--- src/rtl/reg_file_sb.sv ---
// 32x32 register file with two read ports, one write port,
// same-cycle write bypass and a pending-write scoreboard.
module reg_file_sb #(
  parameter int WIDTH = 32,
  parameter int AW    = 5
) (
  input  logic             clk,
  input  logic             reset,
  input  logic [AW-1:0]    raddr_a,
  output logic [WIDTH-1:0] rdata_a,
  output logic             rready_a,
  input  logic [AW-1:0]    raddr_b,
  output logic [WIDTH-1:0] rdata_b,
  output logic             rready_b,
  input  logic             we,
  input  logic [AW-1:0]    waddr,
  input  logic [WIDTH-1:0] wdata,
  input  logic             pend_set,
  input  logic [AW-1:0]    pend_addr,
  output logic             any_pending
);

  localparam int DEPTH = 2 ** AW;

  logic [WIDTH-1:0] regs [DEPTH];
  logic [DEPTH-1:0] pending;

  logic wr_ok;
  logic pd_ok;
  logic byp_a;
  logic byp_b;
  logic zero_a;
  logic zero_b;

  assign wr_ok  = we && (waddr != '0);
  assign pd_ok  = pend_set && (pend_addr != '0);
  assign byp_a  = wr_ok && (waddr == raddr_a);
  assign byp_b  = wr_ok && (waddr == raddr_b);
  assign zero_a = (raddr_a == '0);
  assign zero_b = (raddr_b == '0);

  // A set on the same edge as a write wins: a new producer was issued.
  always_ff @(posedge clk) begin
    if (reset) begin
      for (int i = 0; i < DEPTH; i++) begin
        regs[i] <= '0;
      end
      pending <= '0;
    end else begin
      if (wr_ok) begin
        regs[waddr]    <= wdata;
        pending[waddr] <= 1'b0;
      end
      if (pd_ok) begin
        pending[pend_addr] <= 1'b1;
      end
    end
  end

  always_comb begin
    rdata_a = '0;
    rdata_b = '0;
    if (!reset) begin
      unique case (1'b1)
        zero_a:  rdata_a = '0;
        byp_a:   rdata_a = wdata;
        default: rdata_a = regs[raddr_a];
      endcase
      unique case (1'b1)
        zero_b:  rdata_b = '0;
        byp_b:   rdata_b = wdata;
        default: rdata_b = regs[raddr_b];
      endcase
    end
  end

  assign rready_a = reset || zero_a || byp_a
                    || !pending[raddr_a];
  assign rready_b = reset || zero_b || byp_b
                    || !pending[raddr_b];

  assign any_pending = !reset && (|pending);

endmodule

--- config.mk ---
export PLATFORM = sky130hd
export DESIGN_NAME = reg_file_sb
export DESIGN_NICKNAME = d
export VERILOG_FILES = /design/src/rtl/reg_file_sb.sv
export SDC_FILE = /design/constraint.sdc
export NUM_CORES = 2
export LEC_CHECK = 0
export CORE_MARGIN = 2
export CORE_UTILIZATION = 61
export DETAILED_ROUTE_END_ITERATION = 10
export PLACE_DENSITY = 0.78
export SYNTH_ARGS = -nofsm -noshare
export SYNTH_HDL_FRONTEND = slang
export SYNTH_SLANG_ARGS = --single-unit
--- constraint.sdc ---
create_clock -name clk -period 4.2 [get_ports clk]
set_clock_uncertainty 0.05 [all_clocks]
set_input_delay 0.63 -clock clk [delete_from_list [all_inputs] [get_ports clk]]
set_output_delay 0.63 -clock clk [all_outputs]
set_load 0.005 [all_outputs]
==> flow_metrics.py <==
metrics = {
    "detailed_routing": {
        "ant_nets": 0,
        "drcViolationCount": 0,
        "drt_wl_total_um": 195000,
        "via_per_inst": 7.28,
        "drt_iter0_drc": 6826,
        "drt-wirelength-per-cell_um": 34.4,
        "dr.pass1.iters": 8,
        "num_vias": 41200,
    },
    "layout": {
        "nets": 4365,
        "area_growth_pct": 13.7,
        "n_fill_cell": 6348,
        "final_layout_size_suffix_gt1_frac": 0.211,
        "regArea_sq_mm": 0.0314,
        "multi_input_area_sq_mm": 0.0245,
        "final_cell_area_sq_mm": 0.0656,
    },
    "timing": {
        "finalSetupViolCount": 0,
        "slew_viol_final": 0,
        "hold_viol": 0,
        "rsz0062_at_grt": "false",
        "layout_min_cycle_time_ns": 4.18,
        "fmax_ghz": 0.239,
        "tightest_slew_ns": 1.25,
        "period_share": 0.995,
        "layout_setup_ws_ns": 0.0201,
        "timing.slew.headroom": 0.162,
    },
    "die": {
        "die_h_um": 312,
        "io_pins": 123,
        "placementRows": 112,
        "start_util": 0.617,
        "die_w_um": 312,
        "dieArea_sq_mm": 0.0971,
        "core_area_sq_mm": 0.0936,
    },
    "clocking": {
        "cts_tree": "built",
        "holdBufCountCts": 0,
        "clk_latency_ns": 0.69,
        "cts_sinks": 1056,
        "numCtsBuffers": 108,
        "cts_buffer_depth": 3,
        "cts_root_buf": "clkbuf_16",
        "cts_max_level": 3,
        "clk_pin_slew_worst_paths_ns": 0.06,
    },
    "power_and_ir_drop": {
        "p_comb_frac": 0.139,
        "leakagePower_uw": 0.0235,
        "swShare": 0.255,
        "ir_drop_mv": 0.433,
        "clkPwrFrac": 0.376,
        "powerDensity_mw_per_mm2": 391,
        "intPower_uw": 19100,
        "pwr-share-seq": 0.485,
        "p_sw_uw": 6540,
    },
    "synthesis": {
        "synth-edff-count": 1024,
        "yosysSeqAreaShare": 0.544,
        "async_reset_ff_frac": 0,
        "synth_flop_cell": "edfxtp_1",
        "synth-seq-cells": 1056,
        "synth_top_area_frac": 0.533,
        "yosysTopAreaCell": "edfxtp_1",
        "synthDistinctLibCells": 55,
        "syn_area_per_cell_sq_um": 13.8,
        "yosys_warnings": 0,
        "netlist_area_sq_mm": 0.0577,
        "syn_inst": 4183,
        "synth_area_leaders": "edfxtp_1 (53%), mux4_2 (12%), and2_1 (11%)",
    },
    "grt": {
        "overflow": 0,
        "grt_pass1_wl_um": 279000,
        "grt_antenna_before_repair": 15,
        "grt_use_total": 0.398,
        "grt_pass1_vias": 41300,
        "grt_max_degree": 75,
    },
    "placed_design": {
        "place_hpwl_um": 120000,
        "gp_congestion": 0.995,
        "io_buffer_count": 122,
        "dpl_cell_area_sq_mm": 0.0620,
        "pre_cts_slack_ns": -0.262,
    },
    "worst_hold_path": {
        "min_from": "pending[25]",
        "hold_path_class": "reg -> reg",
    },
    "setup_path": {
        "crit_path_end_kind": "output port",
        "crit_start": "waddr[3]",
        "rr_startpoint": "pending[28]",
        "critPathArrivalTime_ns": 3.50,
        "start_kind": "input port",
        "path_class": "in -> out",
        "cp_max_fo": 11,
        "required_ns": 3.52,
    },
    "run": {
        "cap_violations": 0,
    },
    "status": {
        "outcome": "complete, no violations",
    },
}
metal layers:
| metal | vias to the layer above | GRT usage | routed length (um) |
|---|---|---|---|
| li1 | 16400 | - | - |
| met1 | 20300 | 0.514 | 65200 |
| met2 | 3630 | 0.600 | 86800 |
| met3 | 824 | 0.100 | 26900 |
| met4 | 10 | 0.265 | 15700 |
| met5 | - | 0 | 62 |
synth_stat cells (8+ instances only):
master and instances:
edfxtp_1 1024, a22oi_1 96, clkbuf_1 299, o2111a_1 34
buf_2 75, a21oi_1 37, a311oi_2 31, inv_1 36
nand3_1 39, o21bai_1 9, nor2_1 77, o21ai_1 28
mux2_2 32, and3_1 32, buf_6 22, o21ai_0 108
nor4_1 10, buf_12 8, mux4_2 307, dfxtp_1 32
nand2_1 31, and2_1 995, o22ai_1 16, buf_1 15
o211ai_1 36, a21o_1 20, a221oi_1 190, mux2i_1 417
nor2b_1 8, o221ai_1 31, buf_4 20
per-stage QoR:
| stage | utilization | power, uW | TNS (ns) | instances | hold WS (ns) |
|---|---|---|---|---|---|
| floorplan | - | 14500 | 0 | 4214 | 0.415 |
| global placement | 0.663 | 16000 | -2.74 | 5448 | 0.433 |
| detailed placement | 0.663 | 16100 | -2.67 | 5448 | 0.444 |
| CTS | 0.701 | 25500 | 0 | 5654 | 0.455 |
| global route | 0.701 | 26200 | 0 | 5655 | 0.473 |
| finish | 0.701 | 25700 | 0 | 5659 | 0.461 |
power by group through the flow:
stage / sequential (uW) / clock (uW) / combinational, uW
floorplan: 12500 / 0 / 1980
global placement: 12600 / 0 / 3400
detailed placement: 12600 / 0 / 3430
CTS: 12400 / 9630 / 3460
global route: 12500 / 10000 / 3650
finish: 12400 / 9640 / 3570
critical path: stages:
cell and delay [ns]:
clkdlybuf4s50_1 0.54, buf_4 0.19, xnor2_1 0.13, nand4_1 0.16, buf_4 0.20, o31a_4 0.46
o211ai_1 0.31, o2111a_1 0.33, clkdlybuf4s50_1 0.53
cells in the final DEF (no fill, tap or decap), types with 9 or more instances in the layout:
| cell | count |
|---|---|
| and2_1 | 997 |
| buf_4 | 228 |
| clkinv_2 | 25 |
| a311oi_2 | 30 |
| mux2i_1 | 417 |
| o221ai_1 | 31 |
| o21bai_4 | 9 |
| o211ai_1 | 36 |
| inv_1 | 33 |
| and3_1 | 32 |
| edfxtp_1 | 1024 |
| o21ai_0 | 108 |
| bufinv_16 | 12 |
| o2111a_1 | 28 |
| a22oi_1 | 96 |
| nor4_1 | 10 |
| a221oi_1 | 190 |
| buf_12 | 82 |
| mux2_2 | 32 |
| clkinv_1 | 30 |
| clkdlybuf4s50_1 | 110 |
| conb_1 | 32 |
| nand2_1 | 31 |
| a21o_2 | 19 |
| o22ai_1 | 16 |
| dfxtp_1 | 32 |
| mux4_2 | 307 |
| o21ai_1 | 28 |
| clkbuf_16 | 110 |
| nand3_1 | 38 |
| a21oi_1 | 35 |
| clkbuf_1 | 22 |
| nor2_1 | 43 |
| nor2_2 | 30 |
kinds of logic after synthesis:
family | synth area share
and+or+nand+nor | 0.128
DFF | 0.544
muxes | 0.198
AOI/OAI and AO/OA | 0.0874
buffers and inverters | 0.0409
xor gates and xnor gates | 0.00152
other | 0.0000650
state kept, by name (all words and copies together) (netlist names):
signal	cells
pending	32
regs	1024
what timing repair did:
item,in CTS,in global routing
hold endpoints to repair,0,0
gates resized for setup,3,12
gates cloned,1,1
pin swaps,3,6
setup endpoints to repair,30,13
buffers inserted,3,0
final timing paths:
path / end / slack [ns] / cells past startpoint
max: rdata_b[1] / 0.02 / 9
min: pending[25] / 0.46 / 2
max reg2reg: pending[28] / 3.44 / 2
min reg2reg: pending[25] / 0.46 / 2
area by class of cell:
cell class                      count  area share
Clock inverter                     70     0.00982
Clock buffer                      132      0.0432
Multi-Input combinational cell   2675       0.373
Sequential cell                  1056       0.478
Antenna cell                        4    0.000153
Timing Repair Buffer              429      0.0696
Tap cell                         1254      0.0239
Inverter                           39     0.00225
(Power assumes the default switching activity.)
